**config.mk**
```make
export PLATFORM = sky130hd
export DESIGN_NAME = pipe_hazard_ctrl_flat
export DESIGN_NICKNAME = d
export VERILOG_FILES = /design/src/rtl/pipe_hazard_ctrl_if.sv /design/src/rtl/pipe_hazard_ctrl.sv /design/src/flat_wrapper.sv
export SDC_FILE = /design/constraint.sdc
export NUM_CORES = 1
export LEC_CHECK = 0
export CAP_MARGIN = 20
export CORE_AREA = 2 2 45 47
export DETAILED_ROUTE_END_ITERATION = 10
export DIE_AREA = 0 0 47 49
export GPL_ROUTABILITY_DRIVEN = 1
export HOLD_SLACK_MARGIN = 0.08
export PLACE_DENSITY_LB_ADDON = 0.1
export SYNTH_ARGS = -nofsm -noshare
export SYNTH_HDL_FRONTEND = slang
export SYNTH_SLANG_ARGS = --single-unit
```
**constraint.sdc**
```tcl
create_clock -name clk -period 1.6 [get_ports clk]
set_input_delay 0.24 -clock clk [delete_from_list [all_inputs] [get_ports clk]]
set_output_delay 0.24 -clock clk [all_outputs]
set_load 0.02 [all_outputs]
```
**src/rtl/pipe_hazard_ctrl_if.sv**
```systemverilog
// ---------------------------------------------------------------------------
// pipe_hazard_ctrl_if
// Groups the signals exchanged between the pipeline datapath and the hazard
// controller.
//   master : pipeline side. It drives the hazard-detection inputs and
//            receives the control outputs.
//   slave  : hazard controller side.
// Inputs to the controller:
//   id_rs1, id_rs2 : source registers of the instruction in ID
//   ex_rd          : destination register of the instruction in EX
//   ex_MemRead     : the instruction in EX is a load
//   ex_br_taken    : a branch in EX resolved taken this cycle
//   mem_req        : the instruction in MEM accesses data memory
//   mem_ready      : data memory completes the access this cycle
// Outputs from the controller:
//   PC_write, IF_ID_write       : load enables
//   IF_ID_flush, ID_EX_flush    : pipeline register clears
//   pipe_hold                   : freezes ID/EX, EX/MEM and MEM/WB
//   mem_timeout                 : high while halted
//   ctrl_state                  : RUN=0, MEM_WAIT=1, HALT=2
// ---------------------------------------------------------------------------
`timescale 1ns/1ps
interface pipe_hazard_ctrl_if;
   logic [4:0] id_rs1;
   logic [4:0] id_rs2;
   logic [4:0] ex_rd;
   logic       ex_MemRead;
   logic       ex_br_taken;
   logic       mem_req;
   logic       mem_ready;
   logic       PC_write;
   logic       IF_ID_write;
   logic       IF_ID_flush;
   logic       ID_EX_flush;
   logic       pipe_hold;
   logic       mem_timeout;
   logic [1:0] ctrl_state;

   modport master (
      output id_rs1, id_rs2, ex_rd, ex_MemRead, ex_br_taken, mem_req, mem_ready,
      input  PC_write, IF_ID_write, IF_ID_flush, ID_EX_flush, pipe_hold,
             mem_timeout, ctrl_state
   );

   modport slave (
      input  id_rs1, id_rs2, ex_rd, ex_MemRead, ex_br_taken, mem_req, mem_ready,
      output PC_write, IF_ID_write, IF_ID_flush, ID_EX_flush, pipe_hold,
             mem_timeout, ctrl_state
   );
endinterface

```
**src/rtl/pipe_hazard_ctrl.sv**
```systemverilog
// ---------------------------------------------------------------------------
// pipe_hazard_ctrl
// This module is the hazard controller for a 5-stage pipeline. It handles
// three kinds of hazard:
//   - load-use stalls
//   - taken-branch flushes
//   - data-memory wait stalls, with a timeout into a sticky HALT state
// All control outputs are combinational from the current state and the
// inputs, so they take effect in the same cycle.
//
// Ports:
//   clk      : rising-edge clock
//   reset_n  : asynchronous active-low reset
//   hz       : pipe_hazard_ctrl_if.slave. It carries the hazard inputs and
//              the control outputs.
//   stall_cycles, flush_events : 32-bit saturating performance counters.
//              They exist only when PIPE_HAZARD_CTRL_PERF_EN is defined.
//
// Parameter:
//   WAIT_MAX : number of MEM_WAIT cycles tolerated before HALT. The legal
//              range is 2..31.
//
// Optional feature macro: PIPE_HAZARD_CTRL_PERF_EN
// ---------------------------------------------------------------------------
`timescale 1ns/1ps
module pipe_hazard_ctrl #(
   parameter int WAIT_MAX = 16
) (
   input  logic                clk,
   input  logic                reset_n,
   pipe_hazard_ctrl_if.slave   hz
`ifdef PIPE_HAZARD_CTRL_PERF_EN
   ,
   output logic [31:0]         stall_cycles,
   output logic [31:0]         flush_events
`endif
);

   typedef enum logic [1:0] {
      RUN      = 2'd0,
      MEM_WAIT = 2'd1,
      HALT     = 2'd2
   } state_t;

   localparam logic [4:0] WAIT_TERM = 5'(WAIT_MAX - 1);

   state_t     state_reg;
   logic [4:0] wait_cnt_reg;
   logic       br_pending_reg;

   logic load_use;
   logic mem_stall;
   logic branch;
   logic hold_cond;
   logic pc_write;
   logic if_id_write;
   logic if_id_flush;
   logic id_ex_flush;
   logic pipe_hold;

   assign load_use  = hz.ex_MemRead && (hz.ex_rd != 5'd0) &&
                      ((hz.ex_rd == hz.id_rs1) || (hz.ex_rd == hz.id_rs2));
   assign mem_stall = hz.mem_req && !hz.mem_ready;
   // A branch seen while memory was stalled is still pending, so it is
   // honoured together with any new branch.
   assign branch    = hz.ex_br_taken || br_pending_reg;

   // The pipeline freezes in three cases:
   //   - a new stall is detected in RUN
   //   - memory is still not ready in MEM_WAIT
   //   - the controller is in HALT
   // The cycle on which MEM_WAIT sees mem_ready falls through to the RUN
   // priority decode, with mem_stall ignored.
   assign hold_cond = (state_reg == HALT) ||
                      ((state_reg == MEM_WAIT) && !hz.mem_ready) ||
                      ((state_reg == RUN) && mem_stall);

   always_comb begin
      pc_write    = 1'b1;
      if_id_write = 1'b1;
      if_id_flush = 1'b0;
      id_ex_flush = 1'b0;
      pipe_hold   = 1'b0;
      if (hold_cond) begin
         pc_write    = 1'b0;
         if_id_write = 1'b0;
         pipe_hold   = 1'b1;
      end else if (branch) begin
         if_id_flush = 1'b1;
         id_ex_flush = 1'b1;
      end else if (load_use) begin
         // Insert a single bubble behind the load.
         pc_write    = 1'b0;
         if_id_write = 1'b0;
         id_ex_flush = 1'b1;
      end
   end

   assign hz.PC_write    = pc_write;
   assign hz.IF_ID_write = if_id_write;
   assign hz.IF_ID_flush = if_id_flush;
   assign hz.ID_EX_flush = id_ex_flush;
   assign hz.pipe_hold   = pipe_hold;
   assign hz.mem_timeout = (state_reg == HALT);
   assign hz.ctrl_state  = state_reg;

   always_ff @(posedge clk or negedge reset_n) begin
      if (!reset_n) begin
         state_reg      <= RUN;
         wait_cnt_reg   <= 5'd0;
         br_pending_reg <= 1'b0;
      end else begin
         case (state_reg)
            RUN: begin
               if (mem_stall) begin
                  state_reg      <= MEM_WAIT;
                  wait_cnt_reg   <= 5'd0;
                  br_pending_reg <= branch;
               end else begin
                  // Any pending branch is consumed by this cycle's flush.
                  br_pending_reg <= 1'b0;
               end
            end
            MEM_WAIT: begin
               if (hz.mem_ready) begin
                  // mem_ready wins over the terminal count.
                  state_reg      <= RUN;
                  br_pending_reg <= 1'b0;
               end else begin
                  br_pending_reg <= branch;
                  if (wait_cnt_reg == WAIT_TERM) begin
                     state_reg <= HALT;
                  end
                  if (wait_cnt_reg != 5'h1F) begin
                     wait_cnt_reg <= wait_cnt_reg + 5'd1;
                  end
               end
            end
            HALT: begin
               state_reg <= HALT;
            end
            default: begin
               state_reg <= RUN;
            end
         endcase
      end
   end

`ifdef PIPE_HAZARD_CTRL_PERF_EN
   always_ff @(posedge clk or negedge reset_n) begin
      if (!reset_n) begin
         stall_cycles <= 32'd0;
         flush_events <= 32'd0;
      end else begin
         if (!pc_write && (stall_cycles != 32'hFFFF_FFFF)) begin
            stall_cycles <= stall_cycles + 32'd1;
         end
         if (if_id_flush && (flush_events != 32'hFFFF_FFFF)) begin
            flush_events <= flush_events + 32'd1;
         end
      end
   end
`endif

endmodule

```
**src/flat_wrapper.sv**
```systemverilog
// flat-port wrapper written by rule: the top's interface ports become plain ports
module pipe_hazard_ctrl_flat 
#(
   parameter int WAIT_MAX = 16
)
  (clk, reset_n, hz_id_rs1, hz_id_rs2, hz_ex_rd, hz_ex_MemRead, hz_ex_br_taken, hz_mem_req, hz_mem_ready, hz_PC_write, hz_IF_ID_write, hz_IF_ID_flush, hz_ID_EX_flush, hz_pipe_hold, hz_mem_timeout, hz_ctrl_state);
  pipe_hazard_ctrl_if hz_i ();
  input  logic clk;
  input  logic reset_n;
  input wire logic [$bits(hz_i.id_rs1)-1:0] hz_id_rs1;
  input wire logic [$bits(hz_i.id_rs2)-1:0] hz_id_rs2;
  input wire logic [$bits(hz_i.ex_rd)-1:0] hz_ex_rd;
  input wire logic [$bits(hz_i.ex_MemRead)-1:0] hz_ex_MemRead;
  input wire logic [$bits(hz_i.ex_br_taken)-1:0] hz_ex_br_taken;
  input wire logic [$bits(hz_i.mem_req)-1:0] hz_mem_req;
  input wire logic [$bits(hz_i.mem_ready)-1:0] hz_mem_ready;
  output wire logic [$bits(hz_i.PC_write)-1:0] hz_PC_write;
  output wire logic [$bits(hz_i.IF_ID_write)-1:0] hz_IF_ID_write;
  output wire logic [$bits(hz_i.IF_ID_flush)-1:0] hz_IF_ID_flush;
  output wire logic [$bits(hz_i.ID_EX_flush)-1:0] hz_ID_EX_flush;
  output wire logic [$bits(hz_i.pipe_hold)-1:0] hz_pipe_hold;
  output wire logic [$bits(hz_i.mem_timeout)-1:0] hz_mem_timeout;
  output wire logic [$bits(hz_i.ctrl_state)-1:0] hz_ctrl_state;
  assign hz_i.id_rs1 = hz_id_rs1;
  assign hz_i.id_rs2 = hz_id_rs2;
  assign hz_i.ex_rd = hz_ex_rd;
  assign hz_i.ex_MemRead = hz_ex_MemRead;
  assign hz_i.ex_br_taken = hz_ex_br_taken;
  assign hz_i.mem_req = hz_mem_req;
  assign hz_i.mem_ready = hz_mem_ready;
  assign hz_PC_write = hz_i.PC_write;
  assign hz_IF_ID_write = hz_i.IF_ID_write;
  assign hz_IF_ID_flush = hz_i.IF_ID_flush;
  assign hz_ID_EX_flush = hz_i.ID_EX_flush;
  assign hz_pipe_hold = hz_i.pipe_hold;
  assign hz_mem_timeout = hz_i.mem_timeout;
  assign hz_ctrl_state = hz_i.ctrl_state;
  pipe_hazard_ctrl #(.WAIT_MAX(WAIT_MAX)) u_core (.clk(clk), .reset_n(reset_n), .hz(hz_i));
endmodule
```
After elaboration in Yosys (flattened, before gate mapping)
Cells that the tools add are included.
{"block": "totals", "ram_bits": 0, "latchBits": 0, "regBits": 8, "rom_bits": 0, "inputBits": 21, "memories": 0, "out_inout_bits": 8}
{"block": "op_classes", "order_cmp": 0, "shifts": 0, "multipliers": 0, "n_bitwise": 0, "n_eq_ne": 10, "div": 0, "reduce_logical": 15, "addsub": 1, "n_mux": 20}
{"cell": "two-way mux 5 bit", "count": 3}
{"cell": "two-way mux 1 bit", "count": 11}
{"cell": "equality test 5 bit", "count": 2}
{"cell": "one-hot mux 5 bit (2 select lines)", "count": 1}
{"cell": "two-way mux 2 bit", "count": 3}
{"cell": "one-hot mux 2 bit (3 select lines)", "count": 1}
{"cell": "adder 5 x 1 -> 5 bit, second input constant", "count": 1}
{"cell": "equality test 5 x 4 -> 1 bit, second input constant", "count": 1}
{"cell": "logical AND 1 bit", "count": 5}
{"cell": "!= test 5 bit, second input constant", "count": 1}
{"cell": "nonzero test 5 bit", "count": 1}
{"cell": "logical OR 1 bit", "count": 4}
{"cell": "!= test 2 bit, second input constant", "count": 2}
{"cell": "AND reduction 4 bit", "count": 1}
{"cell": "!= test 3 bit, second input constant", "count": 1}
{"cell": "equality test 2 x 1 -> 1 bit, second input constant", "count": 1}
{"cell": "equality test 2 bit, second input constant", "count": 1}
{"cell": "logical NOT 2 bit", "count": 1}
{"cell": "!= test 2 x 1 -> 1 bit, second input constant", "count": 1}
{"cell": "one-hot mux 1 bit (2 select lines)", "count": 1}
{"cell": "AND reduction 2 bit", "count": 1}
{"cell": "nonzero test 2 bit", "count": 1}
{"cell": "logical NOT 1 bit", "count": 1}

Logic depth before layout (Yosys ltp)
{"block": "logic_depth", "word_depth": 6, "ltp_mapped": 7, "depth_no_buf": 7}

Worst setup path before layout
Ideal clock, no wire load.
{"block": "synth_path", "kind": "reg-to-output", "from": "register u_core.state_reg[0] (netlist: u_core.hz.ctrl_state[0])", "to": "output hz_PC_write", "slack_ns": -0.286, "stages_incl_launch_ff": 6, "t_arrival_ns": 1.646, "n_path_buf": 2, "cell_sequence": "dfrtp_1 > buf_4 > o21bai_1 > mux2i_2 > a21oi_1 > buf_4"}
{"block": "synth_between", "elab_chain_cells": 5, "elab_cells_between_ends": 8}
{"element": "start, declared", "line": "pipe_hazard_ctrl.sv:47", "source": "state_t state_reg;"}
{"element": "start signal, assigned", "line": "pipe_hazard_ctrl.sv:109", "source": "state_reg <= RUN;"}
{"element": "start signal, assigned", "line": "pipe_hazard_ctrl.sv:116", "source": "state_reg <= MEM_WAIT;"}
{"element": "start signal, assigned", "line": "pipe_hazard_ctrl.sv:127", "source": "state_reg <= RUN;"}
{"element": "equality test 2 x 1 -> 1 bit", "line": "pipe_hazard_ctrl.sv:75", "source": "((state_reg == MEM_WAIT) && !hz.mem_ready) ||"}
{"element": "logical AND 1 bit", "line": "pipe_hazard_ctrl.sv:75"}
{"element": "logical OR 1 bit", "line": "pipe_hazard_ctrl.sv:74", "source": "assign hold_cond = (state_reg == HALT) ||"}
{"element": "logical OR 1 bit *", "line": "pipe_hazard_ctrl.sv:75"}
{"element": "two-way mux 1 bit *"}
{"element": "end, declared", "line": "flat_wrapper.sv:17", "source": "output wire logic [$bits(hz_i.PC_write)-1:0] hz_PC_write;"}
Mark *: on every way between the ends. The rest lies on a longest branch, timed or not.

Worst setup path in the final report
{"block": "layout_path", "from": "input hz_ex_rd[4]", "to": "output hz_ID_EX_flush"}
{"block": "layout_between", "elab_chain_cells": 6, "elab_cells_between_ends": 9}
{"element": "start, declared", "line": "flat_wrapper.sv:12", "source": "input wire logic [$bits(hz_i.ex_rd)-1:0] hz_ex_rd;"}
{"element": "equality test 5 bit or nonzero test 5 bit (tied branches)", "line": "pipe_hazard_ctrl.sv:62, pipe_hazard_ctrl.sv:61"}
{"element": "logical OR 1 bit or logical AND 1 bit (tied branches)", "line": "pipe_hazard_ctrl.sv:62, pipe_hazard_ctrl.sv:61"}
{"element": "logical AND 1 bit *", "line": "pipe_hazard_ctrl.sv:61", "source": "assign load_use = hz.ex_MemRead && (hz.ex_rd != 5'd0) &&"}
{"element": "two-way mux 1 bit *", "line": "pipe_hazard_ctrl.sv:91", "source": "end else if (load_use) begin"}
{"element": "two-way mux 1 bit *", "line": "pipe_hazard_ctrl.sv:88", "source": "end else if (branch) begin"}
{"element": "two-way mux 1 bit *", "line": "pipe_hazard_ctrl.sv:84", "source": "if (hold_cond) begin"}
{"element": "end, declared", "line": "flat_wrapper.sv:20", "source": "output wire logic [$bits(hz_i.ID_EX_flush)-1:0] hz_ID_EX_flush;"}
Marked as above.

==> metrics <==
clk_skew around 0.013 ns; die height between 40 and 50 µm; Clock Sinks 8; Tcrit/Tclk final 104%; post-DP HPWL between 1000 and 1500 µm; worst r2r src u_core.wait_cnt_reg[1]$_DFFE_PN0P_; Starting Density 32.7%; reg-to-reg setup timing slack -0.05 ns; max-slew violations 0; Synth Register Bits 8; wire length per cell roughly 11 µm; Clock Power Share between 20% and 30%; syn_nets 88; Final setup viols 5; achievable clock frequency about 600 MHz; routed vias/inst about 4.5; Setup crit end kind output port; Worst slew margin between 70% and 80%; RD Place Congestion approximately 0.7; H-tree depth 1; ant diodes 0; Most Frequent Cell on Critical Path buf_6; Max-Cap Viols 0; VDD IR max 430 µV; worst setup margin -0.0651 ns; Max stage delay on crit path ~0.55 ns; Avg Cell Area, Syn between 9 and 10 µm²; number of global-route vias before repair ~660; Synth Area in Adders 6.22%; port bufs 28; core area 1840 µm²; Clock Latency Late Sink around 0.26 ns; final WL approximately 1600 µm; global-route wire length before repair between 2000 and 3000 µm; Worst R2R End u_core.wait_cnt_reg[3]$_DFFE_PN0P_; Tmin final 1.67 ns; power density over the cells a little over 600 nW/µm²; Final #Nets roughly 150; Net Sw Frac between 20 and 30%; post-synth cell types 30; Seq/Total Area, Yosys about 33%; Synth Area in Simple Gates around a fifth; critical path class in2out; pre-CTS setup slack -0.876 ns; fraction of layout cells with a size suffix above 1 between 40% and 50%; initial antenna violation count 0; Slowest cell on crit path or4_4; GRT Residual Overflow 0; R2R depth 7; hold slack around 0.26 ns; Layout Cells excl Fill around 150; Compound-Gate Fraction of Synth Area a little under a fifth; floorplan row count 16; warning count from the yosys run 0; unrepaired setup endpoints after global routing true; Final Hold Violating Endpoints 0; max reg flops 5; ys flop type dfrtp_1; # DRC 0; All-Layer GR Usage about 17%; ys async rst share 100%; post-synthesis mux area share around 4.1%; largest family of logic cells by synthesized area simple AND/OR/NAND/NOR gates; largest net degree at the start of global routing 11; Num CTS Buffers 3; # IOs 29; status complete, but fails checks; via count between 600 and 700; Worst EP arrival approximately 1.4 ns; Post-synth EDFFs 0; DRT antenna net count 0; Starting DRT DRC Count 3; Post-Syn Instances 64; Worst-Margin Slew approximately 0.37 ns; die area between 2000 and 2500 µm²; Leak 0.586 nW; DP Cell Count 140; Reg power frac between 30% and 40%; mapped cell area ~600 µm²; CTS max path bufs 2; CTS tree built; Pint ~0.52 mW; P&R area growth vs syn 103%; P_sw 0.217 mW; Die W roughly 47 µm; CP Max Fanout 2; Worst-path clk slew 0.06 ns; Hold Path Class in2async; Root Driver clkbuf_4; total chip power roughly 0.74 mW; Gate power share 44.2%; Crit path required time 1.36 ns; critical path, cell by cell buf_6, or4_4, o21ai_4, nor2_1, a21o_1, buf_6; Critical Path Source Type primary input; DR pass1 iterations 2; Post-Synth XOR/XNOR Area between 10% and 20%; failing checks negative setup slack
==> critical path: cells and delay by family <==
family,cells,cell delay (ns)
buffers and inverters,2,0.22
AO/OA/AOI/OAI,2,0.35
AND/OR/NAND/NOR,2,0.62
==> cell usage after synthesis (2+ instances only) <==
cell type | number | area share, %
dfrtp_1 | 8 | 33
o21ai_2 | 2 | 2.9
xnor2_1 | 10 | 15
nor2_1 | 5 | 3.1
nand2_1 | 4 | 2.5
nand3_1 | 2 | 1.7
buf_4 | 2 | 2.5
nand2b_1 | 2 | 2.1
ha_1 | 3 | 6.2
a21oi_1 | 5 | 4.1
nor2b_1 | 2 | 2.1
==> routing by layer <==
metal / track usage [%] / up-vias / share of wire, %
li1: - / 335 / -
met1: 18.1 / 307 / 40
met2: 29.2 / 16 / 55
met3: 5.56 / 2 / 4.4
met4: 4.17 / 0 / 0.55
met5: 0 / - / 0
==> power groups by stage <==
| stage | combinational (mW) | sequential (mW) | clock, mW |
|---|---|---|---|
| after floorplan | 0.134 | 0.253 | 0 |
| after global placement | 0.311 | 0.246 | 0 |
| after detailed placement | 0.316 | 0.247 | 0 |
| after CTS | 0.324 | 0.245 | 0.174 |
| after global routing | 0.359 | 0.248 | 0.181 |
| final | 0.327 | 0.245 | 0.167 |
==> logic make-up (layout without fill, tap and decap cells) <==
logic type	count (synthesis)	in the layout
DFF	8	8
xor gates and xnor gates	11	11
muxes	2	2
and+or+nand+nor	20	20
adders and majority gates	3	3
buffers and inverters	4	60
AOI/OAI and AO/OA	16	16
==> worst max-delay path by stage <==
stage,slack [ns],to,cells after the start,startpoint
after floorplan,-0.004,hz_PC_write,5,hz_ex_rd[0]
after global placement,-0.83,hz_IF_ID_write,6,hz_ex_rd[0]
after detailed placement,-0.88,hz_PC_write,6,hz_ex_rd[0]
after CTS,-0.08,u_core.wait_cnt_reg[3]$_DFFE_PN0P_,7,u_core.wait_cnt_reg[1]$_DFFE_PN0P_
after global routing,-0.15,u_core.wait_cnt_reg[3]$_DFFE_PN0P_,7,u_core.wait_cnt_reg[1]$_DFFE_PN0P_
final,-0.07,hz_ID_EX_flush,6,hz_ex_rd[4]
==> repair_timing <==
action	4_1_cts	5_1_grt
gates cloned	0	0
hold buffers	0	0
pin swaps	8	9
setup endpoints to repair	9	9
gates resized for setup	65	8
setup buffers	1	2
==> layout by cell type (no fill, tap or decap), drive strengths merged, types with 2 or more instances in the layout <==
| cell type | count |
|---|---|
| a21oi | 5 |
| buf | 35 |
| clkbuf | 4 |
| clkdlybuf4s50 | 4 |
| dfrtp | 8 |
| dlygate4sd2 | 10 |
| dlymetal6s2s | 4 |
| ha | 3 |
| inv | 2 |
| nand2 | 4 |
| nand2b | 2 |
| nand3 | 2 |
| nor2 | 5 |
| nor2b | 2 |
| o21ai | 4 |
| xnor2 | 10 |
==> per-stage QoR <==
stage                     area (µm²)   TNS, ns  util, %
final                           1220    -0.226     66.4
after global routing            1220    -0.546     66.4
after CTS                       1190    -0.283     64.7
after detailed placement        1130     -3.64     61.2
after global placement          1130     -3.40     61.2
after floorplan                  656  -0.00445        -
==> cell type report <==
| type | count | area (µm²) |
|---|---|---|
| clock buffer | 4 | 26.3 |
| multi-input combinational | 52 | 474 |
| fill | 162 | 619 |
| sequential | 8 | 203 |
| timing repair buffer | 54 | 478 |
| tap | 27 | 33.8 |
| inverter | 2 | 7.51 |
Note: power is estimated with default switching activity, not from simulation.
